==> src/rtl/dp_pkg.sv <==
// Shared types for the dp64 accumulator slice.
// Precision modes, FSM states and per-mode sum widths.
package dp_pkg;

  typedef enum logic [1:0] {
    DP_INT2,
    DP_INT4,
    DP_INT8,
    DP_INT16
  } dp_mode_t;

  typedef enum logic [1:0] {
    ST_IDLE,
    ST_ACCUM,
    ST_HOLD
  } dp_state_t;

  localparam int SUM_W_INT2  = 11;
  localparam int SUM_W_INT4  = 12;
  localparam int SUM_W_INT8  = 19;
  localparam int SUM_W_INT16 = 35;

endpackage

==> src/rtl/dp_mode_mux.sv <==
// Picks the dp64 sum for the active precision.
// Result is zero-extended to the accumulator width.
import dp_pkg::*;

module dp_mode_mux #(
  parameter int ACC_W = 48
) (
  input  dp_mode_t                 i_mode,
  input  logic [SUM_W_INT2-1:0]    i_sum_int2,
  input  logic [SUM_W_INT4-1:0]    i_sum_int4,
  input  logic [SUM_W_INT8-1:0]    i_sum_int8,
  input  logic [SUM_W_INT16-1:0]   i_sum_int16,
  output logic [ACC_W-1:0]         o_operand
);

  // select one sum, the others are ignored
  always_comb begin
    o_operand = '0;
    unique case (i_mode)
      DP_INT2:  o_operand = ACC_W'(i_sum_int2);
      DP_INT4:  o_operand = ACC_W'(i_sum_int4);
      DP_INT8:  o_operand = ACC_W'(i_sum_int8);
      DP_INT16: o_operand = ACC_W'(i_sum_int16);
    endcase
  end

endmodule

==> src/rtl/dp_accumulator.sv <==
// Multi-beat dot-product accumulator behind dp64.
// Saturating sum per vector, result held until taken.
import dp_pkg::*;

module dp_accumulator #(
  parameter int ACC_W     = 48,
  parameter int CNT_W     = 16,
  parameter int MAX_BEATS = 4096
) (
  input  logic                   clk,
  input  logic                   nrst,
  input  logic                   in_valid,
  output logic                   in_ready,
  input  logic                   in_first,
  input  logic                   in_last,
  input  logic [1:0]             in_mode,
  input  logic [SUM_W_INT2-1:0]  sum_int2,
  input  logic [SUM_W_INT4-1:0]  sum_int4,
  input  logic [SUM_W_INT8-1:0]  sum_int8,
  input  logic [SUM_W_INT16-1:0] sum_int16,
  output logic                   out_valid,
  input  logic                   out_ready,
  output logic [ACC_W-1:0]       out_acc,
  output logic [1:0]             out_mode,
  output logic [CNT_W-1:0]       out_beats,
  output logic                   out_sat,
  output logic                   out_trunc
);

  dp_state_t        r_state;
  dp_mode_t         r_mode;
  logic [ACC_W-1:0] r_acc;
  logic [CNT_W-1:0] r_beats;
  logic             r_sat;
  logic             r_out_valid;
  logic [ACC_W-1:0] r_out_acc;
  logic [1:0]       r_out_mode;
  logic [CNT_W-1:0] r_out_beats;
  logic             r_out_sat;
  logic             r_out_trunc;

  dp_mode_t         w_sel_mode;
  logic [ACC_W-1:0] w_operand;
  logic [ACC_W-1:0] w_base;
  logic [ACC_W-1:0] w_sum;
  logic             w_carry;
  logic [ACC_W-1:0] w_acc_nxt;
  logic             w_sat_nxt;
  logic [CNT_W-1:0] w_beats_nxt;
  logic             w_take;
  logic             w_live;
  logic             w_close;

  // first beat uses the incoming mode, later beats the latched one
  assign w_sel_mode = in_first ? dp_mode_t'(in_mode) : r_mode;

  dp_mode_mux #(
    .ACC_W (ACC_W)
  ) u_mux (
    .i_mode      (w_sel_mode),
    .i_sum_int2  (sum_int2),
    .i_sum_int4  (sum_int4),
    .i_sum_int8  (sum_int8),
    .i_sum_int16 (sum_int16),
    .o_operand   (w_operand)
  );

  assign w_base      = in_first ? '0 : r_acc;
  assign {w_carry, w_sum} = {1'b0, w_base} + {1'b0, w_operand};
  assign w_acc_nxt   = w_carry ? '1 : w_sum;
  assign w_sat_nxt   = (in_first ? 1'b0 : r_sat) | w_carry;
  assign w_beats_nxt = in_first ? CNT_W'(1) : r_beats + CNT_W'(1);

  assign in_ready = (r_state != ST_HOLD);
  assign w_take   = in_valid & in_ready;
  assign w_live   = in_first | (r_state == ST_ACCUM);
  assign w_close  = w_take & w_live &
                    (in_last | (w_beats_nxt == CNT_W'(MAX_BEATS)));

  assign out_valid = r_out_valid;
  assign out_acc   = r_out_acc;
  assign out_mode  = r_out_mode;
  assign out_beats = r_out_beats;
  assign out_sat   = r_out_sat;
  assign out_trunc = r_out_trunc;

  // vector FSM, accumulator, counter and result registers
  always_ff @(posedge clk or negedge nrst) begin
    if (!nrst) begin
      r_state     <= ST_IDLE;
      r_mode      <= DP_INT2;
      r_acc       <= '0;
      r_beats     <= '0;
      r_sat       <= 1'b0;
      r_out_valid <= 1'b0;
      r_out_acc   <= '0;
      r_out_mode  <= 2'd0;
      r_out_beats <= '0;
      r_out_sat   <= 1'b0;
      r_out_trunc <= 1'b0;
    end else begin
      unique case (r_state)
        ST_IDLE, ST_ACCUM: begin
          if (w_take && w_live) begin
            r_acc   <= w_acc_nxt;
            r_sat   <= w_sat_nxt;
            r_beats <= w_beats_nxt;
            r_mode  <= w_sel_mode;
            if (w_close) begin
              r_state     <= ST_HOLD;
              r_out_valid <= 1'b1;
              r_out_acc   <= w_acc_nxt;
              r_out_mode  <= w_sel_mode;
              r_out_beats <= w_beats_nxt;
              r_out_sat   <= w_sat_nxt;
              r_out_trunc <= ~in_last;
            end else begin
              r_state <= ST_ACCUM;
            end
          end
        end
        ST_HOLD: begin
          if (out_ready) begin
            r_state     <= ST_IDLE;
            r_out_valid <= 1'b0;
          end
        end
        default: r_state <= ST_IDLE;
      endcase
    end
  end

endmodule
==> config.mk <==
export PLATFORM = sky130hd
export DESIGN_NAME = dp_accumulator
export DESIGN_NICKNAME = d
export VERILOG_FILES = /design/src/rtl/dp_pkg.sv /design/src/rtl/dp_mode_mux.sv /design/src/rtl/dp_accumulator.sv
export SDC_FILE = /design/constraint.sdc
export NUM_CORES = 1
export LEC_CHECK = 0
export BUFFER_PORTS_ARGS = -buffer_cell sky130_fd_sc_hd__buf_2
export CORE_MARGIN = 3
export CORE_UTILIZATION = 40
export CTS_CLUSTER_SIZE = 8
export DETAILED_ROUTE_END_ITERATION = 8
export GPL_ROUTABILITY_DRIVEN = 0
export HOLD_SLACK_MARGIN = 0.08
export PLACE_DENSITY = 0.6
export SLEW_MARGIN = 5
export SYNTH_ARGS = -nofsm -noshare
export SYNTH_HDL_FRONTEND = slang
export SYNTH_SLANG_ARGS = --single-unit
==> constraint.sdc <==
create_clock -name clk -period 3.7 [get_ports clk]
set_clock_uncertainty 0.1 [all_clocks]
set_input_delay 0.74 -clock clk [delete_from_list [all_inputs] [get_ports clk]]
set_output_delay 0.74 -clock clk [all_outputs]
set_load 0.02 [all_outputs]
==> flow_summary_export.csv <==
group,metric,value,unit
run_status,status,"finished with violations",
run_status,violations,"negative setup slack",
cts,cts.clk_slew.worst_paths,0.06,ns
detailed_routing,remaining_drc_errors,0,
placement,dpl_worst_slack,-0.6924,ns
detailed_routing,vias_per_cell,5.284,
floorplan,io_pins,155,
floorplan,rows,54,
global_route,grt_max_degree,77,
setup_path,startpoint_type,"primary input",
cts,cts_tree,"done",
global_route,grt_use_total,22.56,%
synthesis,synthTopCellsByArea,"dfrtp_1 (38%), nand2_1 (8.3%), o21ai_0 (5.4%), ha_1 (4.9%), a21oi_1 (4.6%)",
synthesis,synth-warning-count,0,
sta,fin_ws,-0.03733,ns
detailed_routing,wl_per_cell,16.30,um
layout,final_nets,1539,
floorplan,core,22230,sq um
floorplan,dieArea,24840,sq um
setup_path,cp_slowest_stage_delay,0.39,ns
cts,clock_latency,0.44,ns
setup_path,critical-path-slowest-cell,"nor4bb_4",
global_route,overflow,0,
synthesis,avgSynthCellArea,8.152,sq um
cts,clockBufferDepth,2,
floorplan,die-height,157.6,um
detailed_routing,first_iter_violations,501,
synthesis,ys_ff_latch,138,
synthesis,synth_top_area_share,37.56,%
cts,htreeDepth,4,
global_route,grt_pass1_wl,44720,um
global_route,grt_util_met1,31.21,%
sta,finalSetupViolCount,7,
global_route,use_met3,4.046,%
setup_path,crit_cells,17,
synthesis,yosysSeqAreaShare,37.56,%
global_route,grt_pass1_vias,8715,
setup_path,path_buf_inv,4,
setup_path,r2r_end,"r_acc[39]",
sta,max_freq,0.2676,GHz
synthesis,ys.flop_type,"dfrtp_1",
synthesis,synth_nets,1250,
setup_path,rrSetupSlack,-0.03,ns
synthesis,syn_area,9195,sq um
synthesis,synth_edf_count,0,
sta,rsz0062_at_grt,"true",
cts,numCtsBuffers,17,
pwr,ir_worst_vdd,0.3449,mV
layout,diodes,0,
setup_path,crit_path_frequent_cell,"buf_6",
sta,fin_crit,3.737,ns
placement,dp_hpwl,20210,um
sta,slew-limit-headroom,51.21,%
setup_path,required,3.91,ns
worst_hold_path,hold_class,"in -> async",
run,drv_cap,0,
detailed_routing,vias,9030,
setup_path,critPathArrivalTime,3.95,ns
setup_path,crit_family,"compound AO/OA/AOI/OAI gates",
global_route,antenna_found_initial,0,
placement,port_buffers,154,
setup_path,worst_r2r_path_depth,15,
pwr,power_density,536.7,nW/um^2
global_route,grt.busiest_layer,"met2",
floorplan,die_w,157.6,um
synthesis,synth_top_area_cell,"dfrtp_1",
setup_path,worstPathMaxFanout,8,
floorplan,start_util,41.37,%
sta,hold_viol,0,
detailed_routing,dr.pass1.iters,5,
sta,max_slew.worst_pin.slew,0.7318,ns
detailed_routing,ant_nets,0,
layout,area_growth,37.38,%
pwr,power.leakage,5.905,nW
synthesis,syn_inst,1128,
sta,fin_crit_sh,101.0,%
setup_path,endpoint_kind,"flip-flop",
sta,report.final.slew_viol_count,0,
global_route,met2_usage,36.16,%
setup_path,reg2reg_from,"r_mode[0]",
setup_path,worstPathCellList,"buf_12, mux2i_4, buf_6, buf_6, mux2i_4, mux2i_2, ha_1, a21oi_2, nand4b_1, a211oi_2, o31ai_4, a2bb2oi_4, a2111oi_4, buf_6, nor4bb_4, a41o_1, a21oi_2",
layout,nFillCells,2085,
synthesis,synthArstFlopShare,100.0,%
sta,hold_ws,0.2476,ns
synthesis,synth_cell_type_count,77,
cts,clock_sinks,138,
layout,drive_above_1_share,33.38,%
cts,cts_root_buf,"clkbuf_16",
setup_path,critPathKind,"in -> reg",
detailed_routing,drt_wl_total,27860,um
## registers in the layout, indices dropped and copies added, names as in the netlist
signal	cells
out_acc	48
r_acc	48
out_beats	16
r_beats	16
out_mode	2
r_mode	2
r_state	2
out_sat	1
out_trunc	1
out_valid	1
r_sat	1
## cells in the final DEF, fill, tap and decap left out, drive strengths merged, types with 8 or more instances in the layout
cell type | Yosys | layout
xor2 | 10 | 10
nand2b | 11 | 11
mux2i | 17 | 17
nand2 | 203 | 203
a31oi | 29 | 29
o31ai | 12 | 12
nor3 | 14 | 14
a21o | 10 | 10
buf | 23 | 336
clkbuf | 45 | 19
nand4 | 11 | 11
xnor2 | 38 | 38
and2 | 29 | 29
dfrtp | 138 | 138
a211oi | 17 | 17
nand3 | 21 | 21
nor2 | 106 | 106
nor2b | 47 | 47
a21oi | 88 | 88
ha | 36 | 36
o211ai | 8 | 8
inv | 21 | 24
o21ai | 105 | 105
## per-stage QoR
stage / util, % / instances / total power (W) / area, sq um / TNS [ns]
after CTS: 55.42 / 1699 / 0.006728 / 12320 / -0.3242
after floorplan: - / 1128 / 0.003907 / 9510 / -36.49
final: 56.83 / 1709 / 0.006779 / 12630 / -0.1056
after detailed placement: 51.76 / 1653 / 0.004984 / 11510 / -52.78
after global placement: 51.76 / 1653 / 0.004955 / 11510 / -44.96
after global routing: 56.83 / 1709 / 0.007234 / 12630 / -2.753
## timing repair
item | 4_1_cts | 5_1_grt
buffers inserted | 13 | 12
pin swaps | 37 | 33
hold buffers | 0 | 0
cloned | 2 | 1
endpoints found under the setup margin | 88 | 96
gates resized for setup | 31 | 66
## worst max path at each step
| stage | startpoint | to | slack, ns |
|---|---|---|---|
| final | in_first | r_acc[47] | -0.04 |
| after global routing | in_first | r_acc[47] | -0.22 |
| after floorplan | in_first | r_acc[39] | -0.66 |
| after CTS | r_mode[0] | r_acc[35] | -0.05 |
| after global placement | in_first | r_acc[47] | -0.62 |
| after detailed placement | in_first | r_acc[31] | -0.69 |
## Yosys cell counts (21+ instances only)
cell type,number
a21oi_1,85
a31oi_1,29
and2_1,29
clkbuf_1,44
dfrtp_1,138
ha_1,36
inv_1,21
nand2_1,203
nand3_1,21
nor2_1,105
nor2b_1,46
o21ai_0,99
xnor2_1,38
## cells by family after synthesis
logic type,synth area share [%]
multiplexers,2.340
buffers and inverters,4.395
XOR/XNOR,4.572
adder cells (fa/ha/maj),5.116
flip-flops,37.56
AO/OA/AOI/OAI,20.89
AND/OR/NAND/NOR,25.13
## per-layer routing
metal  vias to the layer above  wire length, um
met1                      4221            12880
met2                       237            13040
met4                         0              600
met3                        46             1337
li1                       4526                -
met5                         -                0
## power breakdown
group,internal (W),switching (W)
Sequential,0.00192,0.000252
Clock,0.000877,0.000721
Combinational,0.00131,0.00170
Total,0.00410,0.00267
## cell type report
class	instances	area [sq um]	area share, %
multi-input cells	903	5933	46.97
flip-flops and latches	138	3455	27.35
well taps	280	350.3	2.773
repair buffers	336	2278	18.04
clock buffers	19	442.9	3.506
inverters	21	78.83	0.6240
clock inverters	12	93.84	0.7429
No activity file was read; power rests on OpenSTA's default activity.
